`config.mk`:
```
export PLATFORM = sky130hd
export DESIGN_NAME = flag_write_arbiter
export DESIGN_NICKNAME = d
export VERILOG_FILES = /design/src/rtl/flag_write_arbiter.sv
export SDC_FILE = /design/constraint.sdc
export NUM_CORES = 1
export LEC_CHECK = 0
export BUFFER_PORTS_ARGS = -buffer_cell sky130_fd_sc_hd__buf_2
export CAP_MARGIN = 20
export CORE_UTILIZATION = 50
export DETAILED_ROUTE_END_ITERATION = 12
export HOLD_SLACK_MARGIN = 0.08
export PLACE_DENSITY = 0.84
export RECOVER_POWER = 25
export SYNTH_ARGS = -nofsm -noshare
export SYNTH_HDL_FRONTEND = slang
export SYNTH_SLANG_ARGS = --single-unit
```
`constraint.sdc`:
```
create_clock -name clk -period 4.6 [get_ports clk]
set_input_delay 0.23 -clock clk [delete_from_list [all_inputs] [get_ports clk]]
set_output_delay 0.23 -clock clk [all_outputs]
set_load 0.02 [all_outputs]
```
`src/rtl/flag_write_arbiter.sv`:
```
// -----------------------------------------------------------------------------
// flag_write_arbiter
//
// Shares the single write port of the flag register among NREQ producers
// (ALU, compare, flag-move). One producer is granted per cycle in round-robin
// order. Its masked flag bits are merged over the current flag value and
// driven to the flag register's data/write pins.
//
// Optional feature macro: FLAGARB_SCOREBOARD_EN
//   When defined, a pending-reservation counter drives busy_o so that flag
//   readers stall until every reserved update has landed. It also drives a
//   sticky over/underflow flag on err_o. When undefined, reserve_i is ignored
//   and busy_o/err_o are tied low.
//
// Parameters
//   NREQ     number of requesters (2..8)
//   FW       flag width, matches the flag register
//   MAXPEND  max outstanding reservations tracked (scoreboard only)
//
// Ports
//   clk          clock, rising edge
//   rst          asynchronous reset, active-low
//   req_i        per-requester update request, held until granted
//   flags_i      requester k new flags at [k*FW +: FW]
//   mask_i       requester k bit-enable at [k*FW +: FW]
//   gnt_o        one-hot grant, registered, high one cycle per grant
//   cur_flags_i  flag register data_o
//   data_o       to flag register data_i
//   write_o      to flag register write
//   reserve_i    issue stage reserves one future flag write
//   busy_o       pending reservations != 0 (registered)
//   err_o        sticky scoreboard over/underflow
// -----------------------------------------------------------------------------
module flag_write_arbiter #(
    parameter int NREQ    = 3,
    parameter int FW      = 6,
    parameter int MAXPEND = 3
) (
    input  logic                 clk,
    input  logic                 rst,
    input  logic [NREQ-1:0]      req_i,
    input  logic [NREQ*FW-1:0]   flags_i,
    input  logic [NREQ*FW-1:0]   mask_i,
    output logic [NREQ-1:0]      gnt_o,
    input  logic [FW-1:0]        cur_flags_i,
    output logic [FW-1:0]        data_o,
    output logic                 write_o,
    input  logic                 reserve_i,
    output logic                 busy_o,
    output logic                 err_o
);

    localparam int PW = (NREQ > 1) ? $clog2(NREQ) : 1;

    logic [PW-1:0]       ptr;
    logic [PW-1:0]       ptr_next;
    logic [NREQ-1:0]     elig;
    logic [2*NREQ-1:0]   elig_rot;
    logic                win_valid;
    logic [PW-1:0]       win_idx;
    logic [PW:0]         win_sum;
    logic [PW:0]         ptr_sum;
    logic [NREQ-1:0]     gnt_next;
    logic [FW-1:0]       sel_flags;
    logic [FW-1:0]       sel_mask;
    logic [FW-1:0]       base;
    logic [FW-1:0]       merged;

    // Round-robin pick. A requester granted last cycle is masked out so it
    // has a cycle to drop req_i. The doubled eligibility vector is rotated
    // down by ptr, so the first set bit of the low NREQ bits is the winner
    // offset from ptr.
    always_comb begin
        elig      = req_i & ~gnt_o;
        elig_rot  = {elig, elig} >> ptr;
        win_valid = 1'b0;
        win_idx   = '0;
        win_sum   = '0;
        for (int i = 0; i < NREQ; i++) begin
            if (!win_valid && elig_rot[i]) begin
                win_valid = 1'b1;
                win_sum   = {1'b0, ptr} + (PW+1)'(i);
                if (win_sum >= (PW+1)'(NREQ)) begin
                    win_sum = win_sum - (PW+1)'(NREQ);
                end
                win_idx = win_sum[PW-1:0];
            end
        end

        ptr_sum = {1'b0, win_idx} + (PW+1)'(1);
        if (ptr_sum >= (PW+1)'(NREQ)) begin
            ptr_sum = '0;
        end
        ptr_next = ptr_sum[PW-1:0];

        gnt_next = win_valid ? (NREQ'(1) << win_idx) : '0;
    end

    // Merge the winner's masked bits. When a write is already in flight,
    // the flag register has not captured it yet. So the merge base is our
    // own data_o, which keeps back-to-back partial updates from reading
    // stale flags.
    always_comb begin
        sel_flags = '0;
        sel_mask  = '0;
        for (int k = 0; k < NREQ; k++) begin
            if (gnt_next[k]) begin
                sel_flags = flags_i[k*FW +: FW];
                sel_mask  = mask_i[k*FW +: FW];
            end
        end
        base   = write_o ? data_o : cur_flags_i;
        merged = (base & ~sel_mask) | (sel_flags & sel_mask);
    end

    // Grant/write registers. data_o and ptr hold through idle cycles.
    always_ff @(posedge clk or negedge rst) begin
        if (!rst) begin
            gnt_o   <= '0;
            write_o <= 1'b0;
            data_o  <= '0;
            ptr     <= '0;
        end else begin
            gnt_o   <= gnt_next;
            write_o <= win_valid;
            if (win_valid) begin
                data_o <= merged;
                ptr    <= ptr_next;
            end
        end
    end

`ifdef FLAGARB_SCOREBOARD_EN
    localparam int PENDW = $clog2(MAXPEND + 1);

    logic [PENDW-1:0] pend;
    logic [PENDW-1:0] pend_next;
    logic             err_next;

    // A grant issued on this edge retires one reservation, and reserve_i adds
    // one. When both happen on the same edge they cancel. Saturation at
    // either end holds the count and sets the sticky error.
    always_comb begin
        pend_next = pend;
        err_next  = err_o;
        if (reserve_i && !win_valid) begin
            if (pend == PENDW'(MAXPEND)) begin
                err_next = 1'b1;
            end else begin
                pend_next = pend + PENDW'(1);
            end
        end else if (win_valid && !reserve_i) begin
            if (pend == '0) begin
                err_next = 1'b1;
            end else begin
                pend_next = pend - PENDW'(1);
            end
        end
    end

    always_ff @(posedge clk or negedge rst) begin
        if (!rst) begin
            pend   <= '0;
            busy_o <= 1'b0;
            err_o  <= 1'b0;
        end else begin
            pend   <= pend_next;
            busy_o <= (pend_next != '0);
            err_o  <= err_next;
        end
    end
`else
    logic unused_reserve;

    assign unused_reserve = reserve_i;
    assign busy_o         = 1'b0;
    assign err_o          = 1'b0;
`endif

endmodule
```
==> impl_metrics.py, run 1 <==
metrics = {
    "run_status": {
        "status": "finished, final reports clean",
    },
    "synthesis": {
        "yosys.cell_types.count": 45,
        "ys.flop_type": "dfrtp_1",
        "ys_seq_area_frac": 0.222,
        "syn_avg_cell_area_um2": 9.33,
        "synth_edf_count": 0,
        "synthesis.area_um2": 1350,
        "syn_inst": 145,
        "yosys_warnings": 0,
        "asyncSetResetFlopFracSynth": 1.00,
        "ys_seq_elements": 12,
    },
    "grt": {
        "antenna_found_initial": 0,
        "track_usage": 0.255,
        "grt_util_met2": 0.471,
        "grt_pass1_wl_um": 5440,
        "use_met3": 0.0367,
        "grt_busiest_layer": "met2",
        "grt.overflow.total": 0,
        "grt_pass1_vias": 1231,
        "grt_max_degree": 23,
        "use_met1": 0.316,
    },
    "clocking": {
        "cts_buffer_depth": 2,
        "cts_tree": "yes",
        "clk_latency_ns": 0.28,
        "numCtsBuffers": 3,
        "cts_resized": 0,
        "cts-htree-levels": 1,
        "cts.sinks": 12,
        "cts.reportedPaths.clkPinSlew_ns": 0.08,
        "root_buffer": "clkbuf_4",
    },
    "setup_path": {
        "path_class": "register to register",
        "crit_fanout": 22,
        "worstPathArrival_ns": 3.21,
        "cp.required_ns": 4.78,
        "ff2ff_setup_slack_ns": 1.57,
        "critPathLaunchType": "register",
        "worstRegToRegCells": 9,
        "worst_setup_path_end_kind": "register",
        "worstReg2RegStart": "ptr[0]",
    },
    "power_and_ir_drop": {
        "leakage_nw": 0.747,
        "p_int_mw": 0.625,
        "p_sw_frac": 0.537,
        "ir_worst_vdd_uv": 632,
        "power_frac_seq": 0.167,
        "combPwrFrac": 0.784,
        "pwr-share-clk": 0.049,
        "p_switching_mw": 0.725,
        "powerDensity_nw_per_um2": 822,
    },
    "layout": {
        "n_antenna_cell": 0,
        "final_common_cell": "buf_2",
        "nNetsFinal": 251,
        "final_cell_mix": "buf_2 (55), inv_1 (12), dfrtp_1 (12)",
        "utilization": 0.651,
        "multiInputGateArea_um2": 940,
        "regArea_um2": 300,
        "drive_gt1_frac": 0.411,
        "fillers": 220,
        "areaGrowthSynthToFinish_pct": 21.4,
    },
    "route": {
        "vias_per_cell": 6.06,
        "vias": 1375,
        "drt-total-wl_um": 3440,
        "drt_iter0_drc": 17,
        "wl_per_cell_um": 15.1,
        "drc": 0,
        "ant_nets": 0,
        "first_pass_iters": 4,
    },
    "sta": {
        "hold_viol": 0,
        "fmax_mhz": 330,
        "setup_viol": 0,
        "final.min_clock_period_ns": 3.03,
        "skew_ns": 0.0122,
        "slew_headroom": 0.323,
        "rsz0062_at_grt": "no",
        "max_slew.worst_pin.slew_ns": 1.01,
        "slew_violations": 0,
        "timing.final.crit_share": 0.659,
        "setup_tns_ns": 0,
    },
    "placement": {
        "dpl.hpwl_um": 2580,
        "gp_congestion": 0.811,
        "io_buffer_count": 56,
    },
    "die": {
        "io-pin-count": 60,
        "rows": 18,
        "fp.dieH_um": 54.0,
        "die-area_um2": 2920,
        "start_util": 0.536,
        "core_um2": 2520,
        "die_width_um": 54.0,
    },
    "worst_hold_path": {
        "whs_path_depth": 3,
        "hp-class": "input port to register",
        "min-delay-start": "cur_flags_i[0]",
    },
    "flow_run": {
        "cap_violations": 0,
    },
}
-- layout make-up --
cell class                      count  share of cell area
Multi-Input combinational cell    112               0.572
Sequential cell                    12               0.183
Timing Repair Buffer               58               0.181
Inverter                           12              0.0274
Tap cell                           30              0.0229
Clock buffer                        3              0.0137
-- critical path, cell delays in order, from the launching register on --
cell and delay (ns):
dfrtp_1 0.51, inv_1 0.16, ha_1 0.39, or3_1 0.39, a211o_1 0.29, and2_4 0.23
or4b_1 0.50, o211ai_2 0.12, o22ai_1 0.12, nor3_1 0.23
-- synth_stat cells, types with 2 or more instances --
library cell   n  area share
nor3_2         3       0.022
inv_1         12       0.033
nand2_1        3      0.0083
a21oi_1        2      0.0074
buf_2          3       0.011
clkbuf_1       2      0.0056
buf_4          2       0.011
o22ai_1        8       0.037
nand2b_1       9       0.042
nor2_1         3      0.0083
o211ai_2       6       0.056
mux2i_1        6       0.044
a211oi_1       2       0.011
dfrtp_1       12        0.22
o211ai_1       6       0.033
or4b_1         5       0.037
a211o_1        2       0.013
o2111a_1       6       0.050
nor4_1         6       0.028
o311ai_1       2       0.013
buf_6          3       0.025
nor3b_1        4       0.022
ha_1           4       0.037
nand3_1        9       0.033
nor3_1         5       0.018
-- per-stage QoR --
step	area [µm²]	instances	hold slack, ns	worst slack, ns	total power [mW]
CTS	1640	226	0.216	1.50	1.34
floorplan	1360	146	-0.0656	1.85	1.10
global placement	1600	222	0.118	1.70	1.22
global route	1640	227	0.217	1.45	1.45
detailed placement	1600	222	0.120	1.51	1.27
finish	1640	227	0.210	1.57	1.35
-- metal layers --
layer	part of all wire	vias up
li1	-	661
met1	0.41	649
met2	0.53	63
met3	0.052	2
met4	0.0047	0
met5	0	-
-- timing repair --
item	4_1_cts	5_1_grt
hold buffers	1	0
endpoints found under the hold margin	12	0
setup buffers	0	0
-- power by group through the flow --
stage                     sequential (mW)  combinational (mW)  clock (mW)
after floorplan                     0.254               0.845           0
after global placement              0.220                1.00           0
after detailed placement            0.225                1.04           0
after CTS                           0.224                1.05      0.0640
after global routing                0.234                1.15      0.0674
final                               0.226                1.06      0.0657
-- cell families after synthesis --
group	share of synthesized area
xor gates and xnor gates	0.00648
buffers and inverters	0.0860
DFF	0.222
AOI/OAI and AO/OA	0.277
muxes	0.0444
and+or+nand+nor	0.325
adders and majority gates	0.0370
other	0.00277
-- worst max path at each step --
stage,start,to,slack (ns)
after floorplan,ptr[0],register,1.85
after global placement,ptr[0],register,1.70
after detailed placement,ptr[0],register,1.51
after CTS,ptr[0],register,1.50
after global routing,ptr[0],register,1.45
final,ptr[0],register,1.57
Note: power is estimated with default switching activity, not from simulation.
==> inputs of run 2 (changes only) <==
- CORE_UTILIZATION: 50 -> 47
- PLACE_DENSITY: 0.84 -> 0.8
- clock period: 4.6 -> 2.81 ns (I/O delays scaled with it)
==> run 2 against run 1 <==
Effect of this change:
- non-clock buffer count increased by 5
- via count up 0.80%
- worst setup slack worse by 1.4 ns
- register-to-register slack worse by 1.4 ns
- final area rose by 4.0%
- clock power grew 110%
- clock skew down 0.0078 ns
- wire length decreased by 1.5%
- clock-buffer cell count increased by 1
- worst hold slack worse by 0.094 ns
==> impl_metrics.py, run 2 (synthesis results as in run 1) <==
metrics = {
    "run_status": {
        "status": "finished, final reports clean",
    },
    "sta": {
        "skew_ns": 0.00443,
        "setup_viol": 0,
        "rsz0062_at_grt": "no",
        "hold_viol": 0,
        "timing.final.crit_share": 0.931,
        "setup_tns_ns": 0,
        "slew_headroom": 0.417,
        "max_slew.worst_pin.slew_ns": 0.867,
        "fmax_mhz": 382,
        "slew_violations": 0,
        "timing.hold.ws_ns": 0.116,
        "final.min_clock_period_ns": 2.62,
    },
    "die": {
        "io-pin-count": 60,
        "start_util": 0.495,
        "rows": 19,
        "die-area_um2": 3100,
        "die_width_um": 55.6,
        "fp.dieH_um": 55.6,
        "core_um2": 2730,
    },
    "power_and_ir_drop": {
        "p_switching_mw": 1.20,
        "power_frac_seq": 0.148,
        "p_sw_frac": 0.517,
        "p_int_mw": 1.12,
        "powerDensity_nw_per_um2": 1360,
        "ir_worst_vdd_uv": 1150,
        "leakage_nw": 0.777,
        "combPwrFrac": 0.793,
        "pwr-share-clk": 0.059,
    },
    "placement": {
        "dpl.hpwl_um": 2680,
        "io_buffer_count": 56,
        "gp_congestion": 0.862,
        "place_area_um2": 1650,
    },
    "clocking": {
        "root_buffer": "clkbuf_4",
        "cts-htree-levels": 1,
        "cts_setup_buffers": 0,
        "numCtsBuffers": 3,
        "cts.sinks": 12,
        "cts_tree": "yes",
        "clk_latency_ns": 0.27,
        "cts_buffer_depth": 2,
        "cts.reportedPaths.clkPinSlew_ns": 0.08,
    },
    "setup_path": {
        "path_class": "register to register",
        "crit_slowest_cell": "or4b_1",
        "cp.required_ns": 2.97,
        "worstPathArrival_ns": 2.78,
        "worst_setup_path_end_kind": "register",
        "path_cells": "inv_2, ha_4, or3_1, a211o_1, and2_4, or4b_1, o211ai_2, o2111a_1, nor3_2",
        "crit_fanout": 14,
        "critPathLaunchType": "register",
        "cp_top_family": "simple AND/OR/NAND/NOR gates",
        "critPathBufInv": 1,
        "cpPeakStageDelay_ns": 0.50,
    },
    "route": {
        "drt_iter0_drc": 54,
        "vias": 1386,
        "first_pass_iters": 4,
        "vias_per_cell": 5.92,
        "drc": 0,
        "ant_nets": 0,
        "drt-total-wl_um": 3390,
        "wl_per_cell_um": 14.5,
    },
    "grt": {
        "grt_pass1_vias": 1340,
        "track_usage": 0.234,
        "grt_pass1_wl_um": 5830,
        "grt_max_degree": 16,
        "antenna_found_initial": 0,
        "grt.overflow.total": 0,
    },
    "layout": {
        "fillers": 242,
        "drive_gt1_frac": 0.438,
        "final_common_cell": "buf_2",
        "areaGrowthSynthToFinish_pct": 26.2,
        "final_cell_mix": "buf_2 (55), dfrtp_1 (12), inv_1 (11)",
        "n_antenna_cell": 0,
        "nNetsFinal": 256,
        "final_area_um2": 1710,
    },
    "worst_hold_path": {
        "hp-class": "input port to register",
    },
    "flow_run": {
        "cap_violations": 0,
    },
}
[run 2: worst paths after layout]
kind / start / end / slack, ns / depth (start not counted)
worst max-delay path: ptr[0] / register / 0.19 / 9
worst min-delay path: cur_flags_i[5] / register / 0.12 / 3
worst max register to register: ptr[0] / register / 0.19 / 9
worst min register to register: ptr[0] / ptr[0] / 0.65 / 2
max in group asynchronous: rst / async pin / 2.02 / 2
min in group asynchronous: rst / async pin / 0.39 / 2
[run 2: final cells by class]
type,instances,area (µm²),area share
Tap cell,31,38.8,0.0227
Timing Repair Buffer,63,334,0.196
Sequential cell,12,300,0.176
Multi-Input combinational cell,112,952,0.558
Clock buffer,4,36.3,0.0213
Inverter,12,45.0,0.0264
[run 2: per-layer routing]
layer  wire length, µm  vias up  track usage
met5                 0        -            0
met3               174        4       0.0372
met4                32        0       0.0821
li1                  -      682            -
met1              1430      651        0.275
met2              1750       49        0.427
[run 2: worst register-to-register path, delay by kind of cell, from the launching register on]
family          cells  cell delay [ns]
simple gates        4             1.11
compound gates      3             0.66
flops               1             0.40
fa+ha+maj           1             0.23
buf+inv             1             0.11
[run 2: power by group through the flow]
stage / combinational [mW] / sequential [mW] / clock (mW)
floorplan: 1.38 / 0.416 / 0
global route: 2.01 / 0.355 / 0.148
finish: 1.84 / 0.344 / 0.137
detailed placement: 1.82 / 0.341 / 0
global placement: 1.76 / 0.336 / 0
CTS: 1.82 / 0.338 / 0.140
[run 2: metrics by stage]
step | std cells | util | worst slack, ns | total power, mW
global placement | 229 | 0.603 | 0.182 | 2.09
finish | 234 | 0.624 | 0.194 | 2.32
CTS | 234 | 0.620 | 0.0779 | 2.30
global route | 234 | 0.624 | 0.0439 | 2.52
detailed placement | 229 | 0.603 | 0.0948 | 2.16
floorplan | 146 | - | 0.0567 | 1.80
[run 2: what timing repair did]
action / CTS / global route
gates resized for setup: 0 / 2
hold buffers: 1 / 0
hold endpoints to repair: 12 / 0
endpoints found under the setup margin: 0 / 6
==> inputs of run 3 (changes only) <==
- CORE_ASPECT_RATIO: unset -> 0.9
- MAX_ROUTING_LAYER: unset -> met4
==> run 3 against run 2 <==
Effect of this change:
- register-to-register slack got worse by 0.08 ns
- critical path type unchanged
- power increased by 1.2%
- largest cell class unchanged
- via count decreased by 1.4%
- combinational power about the same
- sequential share of layout area decreased by 0.20 points
==> impl_metrics.py, run 3 (synthesis results as in run 1) <==
metrics = {
    "run_status": {
        "status": "finished, final reports clean",
    },
    "setup_path": {
        "cpPeakStageDelay_ns": 0.50,
        "crit_slowest_cell": "or4b_1",
        "path_cells": "inv_2, ha_1, or3_1, a211o_1, and2_4, or4b_1, o211ai_2, o22ai_1, nor3_1",
        "crit_fanout": 7,
        "cp.required_ns": 3.00,
        "path_class": "register to register",
        "critPathBufInv": 1,
        "worstRegToRegCells": 9,
        "ff2ff_setup_slack_ns": 0.11,
        "cp_num_cells": 9,
        "worstReg2RegStart": "ptr[0]",
        "worst_setup_path_end_kind": "register",
        "worstSetupStartpoint": "ptr[0]",
        "critPathLaunchType": "register",
        "cp_top_family": "simple AND/OR/NAND/NOR gates",
        "worstPathArrival_ns": 2.89,
    },
    "power_and_ir_drop": {
        "leakage_nw": 0.783,
        "ir_worst_vdd_uv": 726,
        "power_frac_seq": 0.147,
        "powerDensity_nw_per_um2": 1360,
        "pwr-share-clk": 0.060,
        "p_int_mw": 1.11,
        "p_sw_frac": 0.526,
        "p_switching_mw": 1.24,
        "combPwrFrac": 0.794,
    },
    "route": {
        "vias_per_cell": 5.63,
        "drt-total-wl_um": 3600,
        "drt_iter0_drc": 112,
        "first_pass_iters": 4,
        "drc": 0,
        "vias": 1367,
        "wl_per_cell_um": 14.8,
        "ant_nets": 0,
    },
    "clocking": {
        "cts.sinks": 12,
        "root_buffer": "clkbuf_4",
        "cts.reportedPaths.clkPinSlew_ns": 0.08,
        "numCtsBuffers": 3,
        "clk_latency_ns": 0.27,
        "cts_buffer_depth": 2,
        "cts-htree-levels": 1,
        "cts_tree": "yes",
    },
    "layout": {
        "final_cell_mix": "buf_2 (55), dfrtp_1 (12), inv_1 (11)",
        "final_area_um2": 1730,
        "drive_gt1_frac": 0.453,
        "finalNonFillerCells": 243,
        "areaGrowthSynthToFinish_pct": 27.7,
        "final_common_cell": "buf_2",
        "nNetsFinal": 256,
        "n_antenna_cell": 0,
    },
    "die": {
        "die-area_um2": 3100,
        "start_util": 0.492,
        "die_width_um": 58.5,
        "fp.dieH_um": 52.9,
        "io-pin-count": 60,
        "rows": 18,
        "core_um2": 2750,
    },
    "placement": {
        "gp_congestion": 0.872,
        "place_inst": 238,
        "place_area_um2": 1660,
        "dpl.hpwl_um": 2760,
        "io_buffer_count": 56,
    },
    "sta": {
        "slew_violations": 0,
        "hold_viol": 0,
        "rsz0062_at_grt": "no",
        "fmax_mhz": 371,
        "slew_headroom": 0.327,
        "timing.final.crit_share": 0.960,
        "skew_ns": 0.00332,
        "final.min_clock_period_ns": 2.70,
        "setup_viol": 0,
        "max_slew.worst_pin.slew_ns": 1.00,
        "setup_tns_ns": 0,
    },
    "grt": {
        "grt.overflow.total": 0,
        "antenna_found_initial": 0,
        "grt_pass1_wl_um": 5570,
        "track_usage": 0.243,
        "grt_max_degree": 17,
        "grt_pass1_vias": 1178,
    },
    "worst_hold_path": {
        "hp-class": "input port to register",
    },
    "flow_run": {
        "cap_violations": 0,
    },
}
## run 3: final cells by class
class / count / area [µm²]
Inverter: 12 / 45.0
Multi-Input combinational cell: 112 / 961
Sequential cell: 12 / 300
Tap cell: 40 / 50.0
Fill cell: 242 / 1020
Clock buffer: 4 / 36.3
Timing Repair Buffer: 63 / 334
## run 3: worst min-delay path by stage
| stage | from | to | slack, ns | depth (start not counted) |
|---|---|---|---|---|
| after global routing | cur_flags_i[0] | register | 0.13 | 3 |
| after global placement | rst | async pin | 0.03 | 1 |
| after detailed placement | rst | async pin | 0.03 | 1 |
| after CTS | cur_flags_i[0] | register | 0.12 | 3 |
| final | cur_flags_i[0] | register | 0.12 | 3 |
| after floorplan | rst | async pin | -0.16 | 0 |
## run 3: metal layers
layer	share of wire	GRT usage
met3	0.049	0.0293
met4	0.0047	0.0476
met2	0.51	0.410
met5	0	-
met1	0.44	0.317
## run 3: what timing repair did
action,4_1_cts,5_1_grt
hold endpoints to repair,12,0
setup buffers,0,0
resized for setup,0,5
hold buffers,1,0
setup endpoints to repair,0,6
## run 3: stage by stage
stage               setup WS [ns]  hold slack [ns]  power, mW  utilization
floorplan                  0.0567           -0.155       1.80            -
global placement            0.209           0.0285       2.09        0.604
detailed placement          0.104           0.0328       2.17        0.604
CTS                        0.0845            0.119       2.32        0.621
global route              0.00773            0.132       2.52        0.628
finish                      0.113            0.121       2.35        0.628
## run 3: tightest hold or removal path: cells and delay by family
| family | cells | cell delay [ns] |
|---|---|---|
| and+or+nand+nor | 2 | 0.14 |
| buffers and inverters | 1 | 0.08 |
## run 3: power groups by stage
stage,logic [mW],registers [mW],clock network [mW]
5_1_grt,2.01,0.356,0.150
2_1_floorplan,1.38,0.416,0
4_1_cts,1.84,0.339,0.142
3_5_place_dp,1.83,0.341,0
3_3_place_gp,1.76,0.336,0
6_report,1.87,0.345,0.140
